**src/rtl/frame_sequencer.sv**
```systemverilog
// rtl/frame_sequencer.sv - APU frame sequencer: 4/5-step quarter/half-frame pulses and frame IRQ
//
// Optional feature macro: FRAME_IRQ_EN (defined = frame IRQ flag and inhibit
// register built; undefined = irq tied to 0, irq_ack and wr_data[0] ignored).
//
// Parameters:
//   MODE_RESET    - sequence mode after reset (0 = 4-step, 1 = 5-step)
//   INHIBIT_RESET - IRQ inhibit value after reset
// Ports:
//   clk           - system clock
//   rst           - asynchronous active-high reset
//   tick          - 240 Hz single-cycle enable strobe
//   wr_en         - mode register write strobe
//   wr_data[1:0]  - bit 1 = mode, bit 0 = IRQ inhibit
//   irq_ack       - clears a pending frame IRQ
//   quarter_frame - one-cycle pulse for envelopes / linear counter
//   half_frame    - one-cycle pulse for length counters / sweeps
//   irq           - frame interrupt level
//   step          - index of the next step to execute (0-4)

module frame_sequencer #(
    parameter bit MODE_RESET    = 1'b0,
    parameter bit INHIBIT_RESET = 1'b0
) (
    input  logic       clk,
    input  logic       rst,
    input  logic       tick,
    input  logic       wr_en,
    input  logic [1:0] wr_data,
    input  logic       irq_ack,
    output logic       quarter_frame,
    output logic       half_frame,
    output logic       irq,
    output logic [2:0] step
);

    logic       mode;
    logic       last_step;
    logic       quarter_next;
    logic       half_next;
    logic [2:0] step_next;

    // Decode of the step about to execute. Any out-of-range value (5-7, or 4
    // while in 4-step mode) is treated as the final step so the sequence
    // always recovers to 0 on the next tick.
    always_comb begin
        last_step    = 1'b0;
        quarter_next = 1'b1;
        if (mode) begin
            last_step    = (step >= 3'd4);
            quarter_next = (step != 3'd3);
        end else begin
            last_step    = (step >= 3'd3);
            quarter_next = 1'b1;
        end
        half_next = (step == 3'd1) || last_step;
        step_next = last_step ? 3'd0 : step + 3'd1;
    end

    // A write takes priority over a coincident tick; the tick is dropped.
    always_ff @(posedge clk or posedge rst) begin
        if (rst) begin
            mode          <= MODE_RESET;
            step          <= 3'd0;
            quarter_frame <= 1'b0;
            half_frame    <= 1'b0;
        end else begin
            quarter_frame <= 1'b0;
            half_frame    <= 1'b0;
            if (wr_en) begin
                mode <= wr_data[1];
                step <= 3'd0;
                // Entering 5-step mode clocks the channel units immediately.
                if (wr_data[1]) begin
                    quarter_frame <= 1'b1;
                    half_frame    <= 1'b1;
                end
            end else if (tick) begin
                quarter_frame <= quarter_next;
                half_frame    <= half_next;
                step          <= step_next;
            end
        end
    end

`ifdef FRAME_IRQ_EN
    logic inhibit;
    logic irq_set;

    assign irq_set = tick && !wr_en && !mode && last_step && !inhibit;

    // Set has priority over a same-cycle acknowledge.
    always_ff @(posedge clk or posedge rst) begin
        if (rst) begin
            inhibit <= INHIBIT_RESET;
            irq     <= 1'b0;
        end else begin
            if (wr_en) begin
                inhibit <= wr_data[0];
            end
            if (irq_set) begin
                irq <= 1'b1;
            end else if (irq_ack || (wr_en && wr_data[0])) begin
                irq <= 1'b0;
            end
        end
    end
`else
    logic unused_irq_inputs;
    assign unused_irq_inputs = ^{irq_ack, wr_data[0], INHIBIT_RESET};
    assign irq = 1'b0;
`endif

endmodule

```
**config.mk**
```make
export PLATFORM = sky130hd
export DESIGN_NAME = frame_sequencer
export DESIGN_NICKNAME = d
export VERILOG_FILES = /design/src/rtl/frame_sequencer.sv
export SDC_FILE = /design/constraint.sdc
export NUM_CORES = 1
export LEC_CHECK = 0
export CELL_PAD_IN_SITES_DETAIL_PLACEMENT = 2
export CELL_PAD_IN_SITES_GLOBAL_PLACEMENT = 2
export CORE_MARGIN = 2
export CORE_UTILIZATION = 24
export CTS_CLUSTER_DIAMETER = 120
export CTS_CLUSTER_SIZE = 40
export DETAILED_ROUTE_END_ITERATION = 10
export PLACE_DENSITY_LB_ADDON = 0.08
export SYNTH_ARGS = -nofsm -noshare
export SYNTH_HDL_FRONTEND = slang
export SYNTH_SLANG_ARGS = --single-unit
export TNS_END_PERCENT = 100
```
**constraint.sdc**
```tcl
create_clock -name clk -period 3.25 [get_ports clk]
set_clock_uncertainty 0.15 [all_clocks]
set_input_delay 0.65 -clock clk [delete_from_list [all_inputs] [get_ports clk]]
set_output_delay 0.65 -clock clk [all_outputs]
set_load 0.03 [all_outputs]
```
* Word-level counts from Yosys, hierarchy flattened
Index checks and enable logic that the tools add are counted.
** Word-level totals
- Register bits after elaboration :: 6
- Word-level logic and storage cells :: 21
** Cells by class
- Add/sub/neg operators :: 1
- Multiplexer cells :: 10
- Eq/ne operators :: 2
- Reductions and logical operators :: 2
- Magnitude comparators :: 2
** Operators by type and width (number)
- 3-bit two-way mux :: 3
- 1-bit two-way mux :: 7
- 3-bit by 1-bit adder with 3-bit output (second input constant) :: 1
- 3-bit by 1-bit equality test with 1-bit output (second input constant) :: 1
- 3-bit by 2-bit greater-or-equal comparator with 1-bit output (second input constant) :: 1
- 3-bit greater-or-equal comparator (second input constant) :: 1
- 3-bit by 2-bit inequality test with 1-bit output (second input constant) :: 1
- 2-bit nonzero test :: 1
- 1-bit logical OR :: 1

* Logic depth before layout (Yosys ltp)
- Depth after elaboration :: 5
- Depth in mapped cells :: 5

* Worst setup path after synthesis
No wires, ideal clock.
- Kind :: flip-flop to flip-flop
- Start :: register step[0]
- End :: register step[0]
- Arrival :: 1423 ps
- Cell stages (with the launch flop) :: 6
- Path slack :: 1611 ps
- Setup time :: 65 ps
- Period minus slack after synthesis :: 1639 ps
- Data required time :: 3035 ps
- Cell sequence :: dfrtp_1 ha_1 ha_1 a21o_1 a21oi_2 a31o_1
** On the way
- Word-level cells in the longest chain between the ends :: 5
** RTL lines
- from (decl) :: line 34 : output logic [2:0] step
- from (signal assigned) :: line 81 : step <= step_next;
- 3-bit by 2-bit greater-or-equal comparator with 1-bit output / 3-bit greater-or-equal comparator (equally long branches) :: line 53, 50
- 1-bit two-way mux :: line 49 : if (mode) begin
- 3-bit two-way mux * :: line 57 : step_next = last_step ? 3'd0 : step + 3'd1;
- 3-bit two-way mux * :: line 78 : end else if (tick) begin
- 3-bit two-way mux * :: line 70 : if (wr_en) begin
Every way passes the cells marked *; elsewhere a longest branch is shown, timed or not. The select of a mux whose other input is x is not followed.
A chain may end at the register's enable or synchronous reset.

* Worst setup path after layout
- Start :: register step[0]
- End :: output port step[0]
No word-level cell between the ends.

==> run metrics <==
maxcap violations 0; post-CTS sizing 0; worst-path cell chain clkdlybuf4s50_1; Final Cycle Share 67.8%; hold_ws 0.412 ns; commonest non-fill, non-tap cells in the layout 9 x clkdlybuf4s50_1, 6 x dfrtp_1, 4 x inv_1; Setup Buffers After CTS 0; Place WS between 1 and 1.5 ns; register area share after synthesis between 40% and 50%; placed inst area between 400 and 500 um^2; Nets 56; io pins 13; Clock Latency Late Sink between 0.2 and 0.3 ns; CP startpoint kind flop; met3 WL between 40 and 50 um; Initial Util about a quarter; CTS max path bufs 2; pins over their slew limit 0; Largest delay share family, worst path buffers and inverters; core area 1300 um^2; # setup viols final 0; Mapped Nets 44; vias per cell approximately 4.7; antenna violations before repair 0; Pwr Density 450 nW/um^2; first-pass GRT wire length 1.42 mm; Yosys cell types 18; site row count 13; Final ANT Viol Nets 0; final worst slack approximately 1.0 ns; Die Y 41.2 um; total congestion overflow 0; TNS Setup 0 ns; post-synthesis cell count 34; drt first-iter violations 5; static leakage between 0.2 and 0.25 nW; Root Buffer clkbuf_4; 1st-pass router iterations 2; Cell Area, Synth 332 um^2; Die Wd just over 40 um; worst path required time between 2 and 2.5 ns; max frequency roughly 450 MHz; gr usage total 14.0%; Period minus WS final 2.20 ns; area grow syn2layout 35.1%; Ant. Diodes 0; share of cells above drive strength 1 between 10% and 20%; met1 WL roughly 370 um; status complete, no violations; HPWL Detailed 652 um; Total Wirelength roughly 870 um; Setup CP Type reg2out; largest net degree at the start of global routing 10; CP Buf/Inv Count 1; Worst VDD drop about 0.15 mV; Worst-path clk slew ~0.05 ns; Top Metal Used met3; GP Congestion 0.679; fillcell total 153; Placed Cells 56; Wirelength per Cell about 15 um; Slowest-stage cell, CP clkdlybuf4s50_1; clock sinks 6; post-route cell area between 400 and 500 um^2; Die ar. approximately 1700 um^2; H-tree Lvls 1; final std cells w/o fill between 50 and 60; vias in the first global route approximately 300; TritonCTS Buffers 3; count of input and output buffers 9; hold crit path type reg2reg; Crit. End Element primary output; synth warn 0; CTS Hold Buffers Added 0; TritonCTS clock tree yes; vias roughly 280; most common cell after layout, fill and taps aside clkdlybuf4s50_1; Post-route DRC 0; RSZ-0062 raised after global routing false; Final Hold Violating Endpoints 0; crit path DAT approximately 1.4 ns; Yosys reg bits 6; met2 wire length around 460 um; crit-path max FO 6; slowest cell delay on critical path ~0.7 ns; Syn Area/Cell about 9.8 um^2
==> area by class of cell <==
class / count / area, um^2 / area share (%)
well taps: 15 / 18.8 / 4.19
flip-flops and latches: 6 / 150 / 33.5
multi-input cells: 22 / 151 / 33.8
inverters: 4 / 15.0 / 3.35
repair buffers: 9 / 90.1 / 20.1
clock buffers: 3 / 22.5 / 5.03
==> kinds of logic (layout without fill, tap and decap cells) <==
kind of cell	Yosys count	in the layout	share of synthesized area (%)
flip-flops	6	6	45.3
AND/OR/NAND/NOR	9	9	13.6
AO/OA/AOI/OAI	9	9	19.6
adder cells (fa/ha/maj)	3	3	11.3
other	1	1	1.13
buffers and inverters	6	16	9.05
==> cell usage after synthesis <==
| cell type | n | area, um^2 |
|---|---|---|
| a21o_1 | 1 | 7.51 |
| a21o_2 | 1 | 8.76 |
| a21oi_1 | 1 | 5.00 |
| a21oi_2 | 1 | 8.76 |
| a22oi_1 | 1 | 7.51 |
| a31o_1 | 2 | 17.5 |
| and2_1 | 1 | 6.26 |
| buf_4 | 2 | 15.0 |
| conb_1 | 1 | 3.75 |
| dfrtp_1 | 6 | 150 |
| ha_1 | 3 | 37.5 |
| inv_1 | 4 | 15.0 |
| nand2_1 | 1 | 3.75 |
| nand2b_1 | 1 | 6.26 |
| nor2_1 | 3 | 11.3 |
| nor3_1 | 2 | 10.0 |
| nor3b_1 | 1 | 7.51 |
| o21ai_0 | 2 | 10.0 |
==> registers in the layout, indices dropped and copies added (netlist names) <==
| name | count |
|---|---|
| mode | 1 |
| quarter_frame | 1 |
| step | 3 |
| half_frame | 1 |
==> power by group <==
part | internal [mW] | total, mW | switching [mW]
clock network | 0.0420 | 0.0724 | 0.0304
logic | 0.0190 | 0.0439 | 0.0250
registers | 0.0805 | 0.0852 | 0.00464
==> path summary, 6_finish.rpt <==
check / from / endpoint / slack [ns] / cells past startpoint
hold reg to reg: mode$_DFFE_PP0P_ / mode$_DFFE_PP0P_ / 0.41 / 2
setup reg to reg: step[0]$_DFFE_PP0P_ / step[1]$_DFFE_PP0P_ / 1.59 / 5
max in group asynchronous: rst / step[0]$_DFFE_PP0P_ / 2.26 / 2
hold / removal: mode$_DFFE_PP0P_ / mode$_DFFE_PP0P_ / 0.41 / 2
min in group asynchronous: rst / step[2]$_DFFE_PP0P_ / 0.48 / 2
setup / recovery: step[0]$_DFFE_PP0P_ / step[0] / 1.05 / 1
==> worst min-delay path, delay by kind of cell (launching register included) <==
kind            cells  cell delay [ns]
flops               1             0.34
compound gates      1             0.13
buf+inv             1             0.06
==> metrics by stage <==
stage,util (%),power (mW)
detailed placement,32.7,0.131
floorplan,-,0.112
finish,34.4,0.202
global placement,32.7,0.129
global route,34.4,0.215
CTS,34.4,0.207
==> routing by layer <==
| metal | GRT usage [%] | up-vias |
|---|---|---|
| met3 | 4.89 | 0 |
| li1 | - | 131 |
| met1 | 16.2 | 140 |
| met2 | 22.3 | 8 |
| met4 | 7.26 | 0 |
| met5 | 0 | - |
Power figures use the tool's default switching activity.
